[config.mk]
export PLATFORM = sky130hd
export DESIGN_NAME = mem_port_arbiter
export DESIGN_NICKNAME = d
export VERILOG_FILES = /design/src/rtl/mem_port_pkg.sv /design/src/rtl/bus_timeout_counter.sv /design/src/rtl/mem_port_arbiter.sv
export SDC_FILE = /design/constraint.sdc
export NUM_CORES = 1
export LEC_CHECK = 0
export ABC_AREA = 1
export ABC_CLOCK_PERIOD_IN_PS = 2000
export CAP_MARGIN = 25
export CORE_UTILIZATION = 40
export DETAILED_ROUTE_END_ITERATION = 6
export GPL_TIMING_DRIVEN = 1
export PLACE_DENSITY_LB_ADDON = 0.2
export REMOVE_ABC_BUFFERS = 1
export SYNTH_ARGS = -nofsm -noshare
export SYNTH_HDL_FRONTEND = slang
export SYNTH_SLANG_ARGS = --single-unit
[constraint.sdc]
create_clock -name clock -period 2 [get_ports clock]
set_input_delay 0.5 -clock clock [delete_from_list [all_inputs] [get_ports clock]]
set_output_delay 0.5 -clock clock [all_outputs]
set_load 0.01 [all_outputs]
[src/rtl/mem_port_pkg.sv]
// Shared types and helpers for the fetch/data memory port arbiter.
// Holds FSM encodings, access-width codes, requester ids and counter sizing.
package mem_port_pkg;

  typedef enum logic [1:0] {
    S_IDLE = 2'd0,
    S_BUSY = 2'd1,
    S_RESP = 2'd2
  } state_e;

  localparam logic [1:0] WIDTH_BYTE = 2'd0;
  localparam logic [1:0] WIDTH_HALF = 2'd1;
  localparam logic [1:0] WIDTH_WORD = 2'd2;

  localparam logic REQ_FETCH = 1'b0;
  localparam logic REQ_DATA  = 1'b1;

  // A disabled timeout (0) still needs a legal one-bit counter.
  function automatic int tmo_cnt_width(input int timeout);
    if (timeout < 1) return 1;
    return $clog2(timeout + 1);
  endfunction

  function automatic logic data_misaligned(input logic [1:0] width,
                                           input logic [1:0] addr_lo);
    logic bad;
    case (width)
      WIDTH_BYTE: bad = 1'b0;
      WIDTH_HALF: bad = addr_lo[0];
      WIDTH_WORD: bad = (addr_lo != 2'b00);
      default:    bad = 1'b1;
    endcase
    return bad;
  endfunction

endpackage

[src/rtl/bus_timeout_counter.sv]
// Counts cycles a bus transaction has been outstanding; expired is a registered
// compare, valid in the cycle the count reaches TIMEOUT-1. TIMEOUT=0 never expires.
module bus_timeout_counter
  import mem_port_pkg::*;
#(
  parameter int TIMEOUT = 255
) (
  input  logic clock,
  input  logic reset_n,
  input  logic en,
  input  logic clr,
  output logic expired
);

  localparam int CW     = tmo_cnt_width(TIMEOUT);
  localparam int LAST_I = (TIMEOUT > 0) ? TIMEOUT - 1 : 0;
  localparam logic [CW-1:0] LAST = CW'(LAST_I);

  logic [CW-1:0] cnt_q, cnt_d;

  always_comb begin
    cnt_d = cnt_q;
    if (clr) begin
      cnt_d = '0;
    end else if (en && (cnt_q != LAST)) begin
      cnt_d = cnt_q + 1'b1;
    end
  end

  always_ff @(posedge clock or negedge reset_n) begin
    if (!reset_n) begin
      cnt_q <= '0;
    end else begin
      cnt_q <= cnt_d;
    end
  end

  assign expired = (TIMEOUT > 0) && (cnt_q == LAST);

endmodule

[src/rtl/mem_port_arbiter.sv]
// Round-robin arbiter sharing one memory port between fetch and load/store.
// Req->ack is 2 cycles with zero-wait memory; malformed or timed-out accesses ack with err.
module mem_port_arbiter
  import mem_port_pkg::*;
#(
  parameter int TIMEOUT    = 255,
  parameter bit DATA_FIRST = 1'b1
) (
  input  logic        clock,
  input  logic        reset_n,
  input  logic        f_req,
  input  logic [31:0] f_addr,
  output logic        f_ack,
  output logic [31:0] f_rdata,
  output logic        f_err,
  input  logic        d_req,
  input  logic        d_we,
  input  logic [31:0] d_addr,
  input  logic [1:0]  d_width,
  input  logic [31:0] d_wdata,
  output logic        d_ack,
  output logic [31:0] d_rdata,
  output logic        d_err,
  output logic        mem_req,
  output logic        mem_we,
  output logic [31:0] mem_addr,
  output logic [1:0]  mem_width,
  output logic [31:0] mem_wdata,
  input  logic [31:0] mem_rdata,
  input  logic        mem_ack,
  output logic        grant_data
);

  localparam logic LAST_GRANT_RST = DATA_FIRST ? REQ_FETCH : REQ_DATA;

  state_e      state_q, state_d;
  logic        last_grant_q, last_grant_d;
  logic        grant_data_q, grant_data_d;
  logic        req_we_q, req_we_d;
  logic [31:0] req_addr_q, req_addr_d;
  logic [1:0]  req_width_q, req_width_d;
  logic [31:0] req_wdata_q, req_wdata_d;
  logic        resp_err_q, resp_err_d;
  logic [31:0] resp_rdata_q, resp_rdata_d;

  logic pick_data;
  logic bad_access;
  logic tmo_expired;
  logic busy;
  logic resp;

  always_comb begin
    state_d      = state_q;
    last_grant_d = last_grant_q;
    grant_data_d = grant_data_q;
    req_we_d     = req_we_q;
    req_addr_d   = req_addr_q;
    req_width_d  = req_width_q;
    req_wdata_d  = req_wdata_q;
    resp_err_d   = resp_err_q;
    resp_rdata_d = resp_rdata_q;
    pick_data    = 1'b0;
    bad_access   = 1'b0;

    case (state_q)
      S_IDLE: begin
        if (f_req || d_req) begin
          // Under conflict, the requester that did not win last time goes next.
          pick_data    = d_req && (!f_req || (last_grant_q == REQ_FETCH));
          grant_data_d = pick_data;
          last_grant_d = pick_data;
          if (pick_data) begin
            bad_access  = data_misaligned(d_width, d_addr[1:0]);
            req_we_d    = d_we;
            req_addr_d  = d_addr;
            req_width_d = d_width;
            req_wdata_d = d_we ? d_wdata : '0;
          end else begin
            bad_access  = (f_addr[1:0] != 2'b00);
            req_we_d    = 1'b0;
            req_addr_d  = f_addr;
            req_width_d = WIDTH_WORD;
            req_wdata_d = '0;
          end
          if (bad_access) begin
            state_d      = S_RESP;
            resp_err_d   = 1'b1;
            resp_rdata_d = '0;
          end else begin
            state_d = S_BUSY;
          end
        end
      end
      S_BUSY: begin
        if (mem_ack) begin
          state_d      = S_RESP;
          resp_err_d   = 1'b0;
          resp_rdata_d = req_we_q ? '0 : mem_rdata;
        end else if (tmo_expired) begin
          state_d      = S_RESP;
          resp_err_d   = 1'b1;
          resp_rdata_d = '0;
        end
      end
      S_RESP: begin
        state_d = S_IDLE;
      end
      default: begin
        state_d = S_IDLE;
      end
    endcase
  end

  always_ff @(posedge clock or negedge reset_n) begin
    if (!reset_n) begin
      state_q      <= S_IDLE;
      last_grant_q <= LAST_GRANT_RST;
      grant_data_q <= 1'b0;
      req_we_q     <= 1'b0;
      req_addr_q   <= '0;
      req_width_q  <= '0;
      req_wdata_q  <= '0;
      resp_err_q   <= 1'b0;
      resp_rdata_q <= '0;
    end else begin
      state_q      <= state_d;
      last_grant_q <= last_grant_d;
      grant_data_q <= grant_data_d;
      req_we_q     <= req_we_d;
      req_addr_q   <= req_addr_d;
      req_width_q  <= req_width_d;
      req_wdata_q  <= req_wdata_d;
      resp_err_q   <= resp_err_d;
      resp_rdata_q <= resp_rdata_d;
    end
  end

  bus_timeout_counter #(
    .TIMEOUT (TIMEOUT)
  ) u_tmo (
    .clock   (clock),
    .reset_n (reset_n),
    .en      (busy),
    .clr     (state_d != S_BUSY),
    .expired (tmo_expired)
  );

  assign busy = (state_q == S_BUSY);
  assign resp = (state_q == S_RESP);

  // Memory side is driven only while BUSY so stale fields never leak.
  assign mem_req   = busy;
  assign mem_we    = busy && req_we_q;
  assign mem_addr  = busy ? req_addr_q  : '0;
  assign mem_width = busy ? req_width_q : '0;
  assign mem_wdata = busy ? req_wdata_q : '0;

  assign f_ack   = resp && !grant_data_q;
  assign f_err   = f_ack && resp_err_q;
  assign f_rdata = f_ack ? resp_rdata_q : '0;
  assign d_ack   = resp && grant_data_q;
  assign d_err   = d_ack && resp_err_q;
  assign d_rdata = d_ack ? resp_rdata_q : '0;

  assign grant_data = grant_data_q;

endmodule
---- Yosys cells after proc, flatten, opt, wreduce, memory -nomap -nowiden ----
Cells that the tools add are included.
cells by class
  reduce and logical (&&, ||, !) cells .... 19
  multipliers ............................. 0
  equal/unequal tests ..................... 10
  muxes and demuxes ....................... 32
  $add $sub $neg .......................... 1
  magnitude comparators ................... 0
  shift operators ......................... 0
  bitwise operators ....................... 1
  div/mod/pow operators ................... 0
operators by type and width
  cell                                                    count
  2-to-1 mux 32 bit                                       12
  one-hot mux 32 bit (2 select lines)                     1
  2-to-1 mux 8 bit                                        2
  2-to-1 mux 2 bit                                        6
  adder 8 x 1 -> 8 bit (second input constant)            1
  == test 8 bit (second input constant)                   1
  2-to-1 mux 1 bit                                        8
  inequality test 8 bit (second input constant)           1
  nonzero test 2 bit                                      4
  logical AND 1 bit                                       7
  == test 2 x 1 -> 1 bit (second input constant)          2
  == test 2 bit (second input constant)                   2
  logical NOT 2 bit                                       2
  inequality test 2 bit (second input constant)           2
  one-hot mux 2 bit (2 select lines)                      1
  AND reduction 4 bit                                     1
  inequality test 3 bit (second input constant)           1
  one-hot mux 1 bit (3 select lines)                      1
  logical NOT 1 bit                                       2
  logical OR 1 bit                                        2
  inequality test 2 x 1 -> 1 bit (second input constant)  1
  one-hot mux 1 bit (2 select lines)                      1
  AND reduction 2 bit                                     1
  NOT 1 bit                                               1
word-level totals
  memories kept ........................... 0
  ROM bits ................................ 0
  logic and storage cells ................. 72
  bits of input ports ..................... 136
  flip-flop bits (word level) ............. 111
  output and inout bits ................... 137
  bits in latches ......................... 0
  bits in writable memories ............... 0

---- Depth between registers and ports, before layout ----
Gate-level depths: netlist of the first run.
  word-level depth ........................ 11
  gate-level depth with buffers ........... 10
  depth with buffers taken out ............ 10

---- Cells and area by module ----
Synthesis of the first run repeated with hierarchy kept, for this count alone.
unflattened totals
  cell total of the unflattened synthesis .. 757
  area total of the unflattened synthesis .. 5650.4 µm²
by module, submodules not included
  module               cells an instance  instances  area an instance (µm²)  seq. area each (µm²)
  mem_port_arbiter     683                1          5126.2                  2577.5
  bus_timeout_counter  74                 1          524.3                   200.2

---- Worst setup path before layout of the first run ----
No wires, ideal clock.
  path kind ............................... reg2out
  start point ............................. register grant_data_q (netlist: grant_data)
  end point ............................... output port f_rdata[10]
  required time ........................... 1.500 ns
  stages on the path, launching flop included .. 5
  setup slack ............................. 0.201 ns
  arrival time ............................ 1.299 ns
  buffers on the path ..................... 1
  cell sequence ........................... dfrtp_1 nor3_1 inv_1 buf_2 nor2_1
between the ends
  word-level cells in the longest chain between the ends .. 3
RTL lines
  element                 line                     source
  from (decl)             mem_port_arbiter.sv:38   logic grant_data_q, grant_data_d;
  from (signal assigned)  mem_port_arbiter.sv:128  grant_data_q <= grant_data_d;
  logical NOT 1 bit       mem_port_arbiter.sv:158  assign f_ack = resp && !grant_data_q;
  logical AND 1 bit       mem_port_arbiter.sv:158
  via f_ack               mem_port_arbiter.sv:13   output logic f_ack,
  2-to-1 mux 32 bit       mem_port_arbiter.sv:160  assign f_rdata = f_ack ? resp_rdata_q : '0;
  to (decl)               mem_port_arbiter.sv:14   output logic [31:0] f_rdata,
The timed path passes the listed nets, and every way through them passes these cells.

---- Worst setup path in the final report of the first run ----
  start point ............................. register state_q[0]
  end point ............................... output port f_rdata[14]
between the ends
  word-level cells in the longest chain between the ends .. 3
RTL lines
  element                 line                     source
  from (decl)             mem_port_arbiter.sv:36   state_e state_q, state_d;
  from (signal assigned)  mem_port_arbiter.sv:126  state_q <= state_d;
  == test 2 bit           mem_port_arbiter.sv:149  assign resp = (state_q == S_RESP);
  logical AND 1 bit       mem_port_arbiter.sv:158
  2-to-1 mux 32 bit       mem_port_arbiter.sv:160
Every way passes these cells.

==> results of run 1 <==
[synthesized netlist by cell type]
| cell | count |
|---|---|
| nand3_2 | 1 |
| nor2_1 | 174 |
| nand2_1 | 99 |
| clkbuf_1 | 16 |
| ha_1 | 2 |
| nand3_1 | 83 |
| nand3b_1 | 1 |
| inv_2 | 4 |
| buf_4 | 3 |
| nor2_4 | 2 |
| xor2_1 | 3 |
| inv_1 | 114 |
| buf_1 | 1 |
| nor3_1 | 3 |
| buf_6 | 6 |
| o21ai_0 | 67 |
| dfrtp_1 | 111 |
| a21oi_1 | 1 |
| nor2_2 | 3 |
| nand2_4 | 1 |
| nand2_2 | 6 |
| o211ai_1 | 1 |
| or2_2 | 1 |
| o22ai_1 | 31 |
| o21bai_1 | 1 |
| buf_2 | 20 |
[registers in the layout (all words and copies together), names as in the netlist]
register,count
resp_rdata_q,32
resp_err_q,1
req_addr_q,32
req_wdata_q,32
req_width_q,2
grant_data,1
req_we_q,1
state_q,2
u_tmo.cnt_q,8
[kinds of logic after synthesis]
kind of cell / after synthesis
AOI/OAI and AO/OA: 101
xor gates and xnor gates: 3
adders and majority gates: 2
buffers and inverters: 164
DFF: 111
and+or+nand+nor: 374
[final cells by class]
class                   count  area, um^2
clock inverters             3        65.1
clock buffers              12         267
fillers                  1225        4630
well taps                 180         225
multi-input cells         480        2450
repair buffers            326        2960
inverters                 118         455
flip-flops and latches    111        2780
[routing by layer]
layer	wire, um	global-route usage (%)
met2	9100	41.1
met3	1270	5.57
met1	7610	31.0
met5	0	0
met4	387	8.33
[power by group]
part           switching [mW]  total (mW)  internal [mW]
logic                    2.92        5.09           2.17
registers               0.297        3.35           3.05
clock network           0.799        1.99           1.19
total                    4.01        10.4           6.42
[path summary, 6_finish.rpt]
check                                               end  slack, ns  cells past startpoint                    startpoint
max                                         f_rdata[14]      -0.15                      6          state_q[0]$_DFF_PN0_
min                         resp_rdata_q[1]$_DFFE_PN0P_       0.12                      1                       reset_n
max reg2reg                  req_addr_q[28]$_DFFE_PN0P_       0.25                      8          state_q[0]$_DFF_PN0_
min reg2reg                resp_rdata_q[25]$_DFFE_PN0P_       0.50                      2  resp_rdata_q[25]$_DFFE_PN0P_
max in group asynchronous    req_addr_q[22]$_DFFE_PN0P_       1.28                      2                       reset_n
min in group clock         resp_rdata_q[25]$_DFFE_PN0P_       0.50                      2  resp_rdata_q[25]$_DFFE_PN0P_
[stage by stage]
stage	cell area [um^2]	setup TNS (ns)	power, mW	utilization, %
finish	9200	-8.83	10.4	66.5
global route	9200	-19.62	11.1	66.5
CTS	8770	-9.45	9.97	63.4
detailed placement	8710	-9.32	7.62	63.0
global placement	8710	-5.67	7.54	63.0
floorplan	5390	-32.71	5.45	-
[repair_timing]
item                       CTS  global route
setup endpoints to repair  136           137
cloned                       5             5
buffers inserted            11             2
resized for setup          590            82
pin swaps                    3             0
==> impl_metrics.toml, run 1 <==
[detailed_routing]
wl_per_cell_um = 14.9
wl_um = 18400
viasPerCell = 4.88
drt_first_pass_iters = 4
drt_iter0_drc = 293
drcViolationCount = 0
vias = 6001
ant_nets = 0

[setup_path]
slowest_stage = "dfrtp_2"
worstPathMaxFanout = 8
cp_cell_sequence = "buf_4 > nor3_4 > inv_4 > clkbuf_16 > nor2_1 > buf_2"
start_kind = "flop"
crit_type = "flop to output pin"
required_ns = 1.50
end_kind = "output pin"
crit_buf_inv = 4
crit_family = "buffers and inverters"
cp.arrival_ns = 1.65
cpPeakStageDelay_ns = 0.44

[finish]
fin_cells = 1230
drive_gt1_share_pct = 27.3
areaGrowthSynthToFinish_pct = 62.9
final_cell_mix = "134 x clkdlybuf4s50_1, 116 x nor2_1, 112 x inv_1, 111 x buf_2, 110 x dfrtp_1"
antenna_cells = 0
fin_nets = 1184
final_common_cell = "clkdlybuf4s50_1"

[logic_synthesis]
synth_top_area_share_pct = 49.2
yosys.cell_types.count = 26
synth_top_family_by_area = "simple AND/OR/NAND/NOR gates"
synth.avg_cell_area_um2 = 7.48
synthSimpleGateAreaFrac_pct = 27.8
synth.cell_area_um2 = 5640
synth_compound_gate_area_share_pct = 9.73
syn_inst = 755
synth_xor_area_share_pct = 0.466
yosysWarnings = 0
synth_area_leaders = "dfrtp_1 49%, nor2_1 12%, inv_1 7.6%"
muxShareOfSynthArea_pct = 0
yosys.area.top_type = "dfrtp_1"
yosysSeqAreaShare_pct = 49.2
synth_adder_area_share_pct = 0.443
ys_ff_latch = 111

[status]
status = "finished with violations"
failed_checks = "negative setup slack"

[clock_network]
cts_tree = "built"
clkTransAtPathRegs_ns = 0.07
clkSinkCount = 111
cts_buffers = 9
h-tree-depth = 3
cts_hold_buf = 0
clk_path_buf_depth = 2
cts-root-buf = "clkbuf_16"
clk_latency_ns = 0.35

[floorplan]
rows = 43
dieArea_um2 = 14600
die_h_um = 121
design.core.area_um2 = 13800
initial_core_util_pct = 40.8
ioPinCount = 273
die_w_um = 121

[sta]
finalCriticalPeriod_ns = 2.15
period_share_pct = 107
max_slew_margin_pct = 65.7
rsz0062_at_grt = "yes"
setup_viol = 124
hold_viol = 0
worst_hold_slack_ns = 0.116
fin_skew_ns = 0.00670
fmax_mhz = 466
final_max_slew_viol_count = 0
timing.final.ws_setup_ns = -0.146
max_slew.worst_pin.slew_ns = 0.514

[global_route]
track_usage_pct = 24.5
grt_first_pass_wirelength_um = 27700
first_global_vias = 5433
grt_max_degree = 57
overflow = 0
antenna_found_initial = 0

[power_and_ir_drop]
ir_drop_mv = 0.485
p_leak_nw = 4.53
power.density_nw_per_um2 = 1130

[flow_run]
maxCapViolations = 0

[hold_path]
hold_path_class = "input port to async pin"

[placed_design]
dp_slack_ns = -0.153
dpl.hpwl_um = 12100
dp_cells = 1192
routabilityCongestion = 0.799
port-buffer-count = 272
Power figures use the tool's default switching activity.
==> inputs of run 2 (changes only) <==
Settings changed: SLEW_MARGIN set to 20.
==> results of run 2 <==
The final DEF is identical to that of run 1; final timing and power are the same.
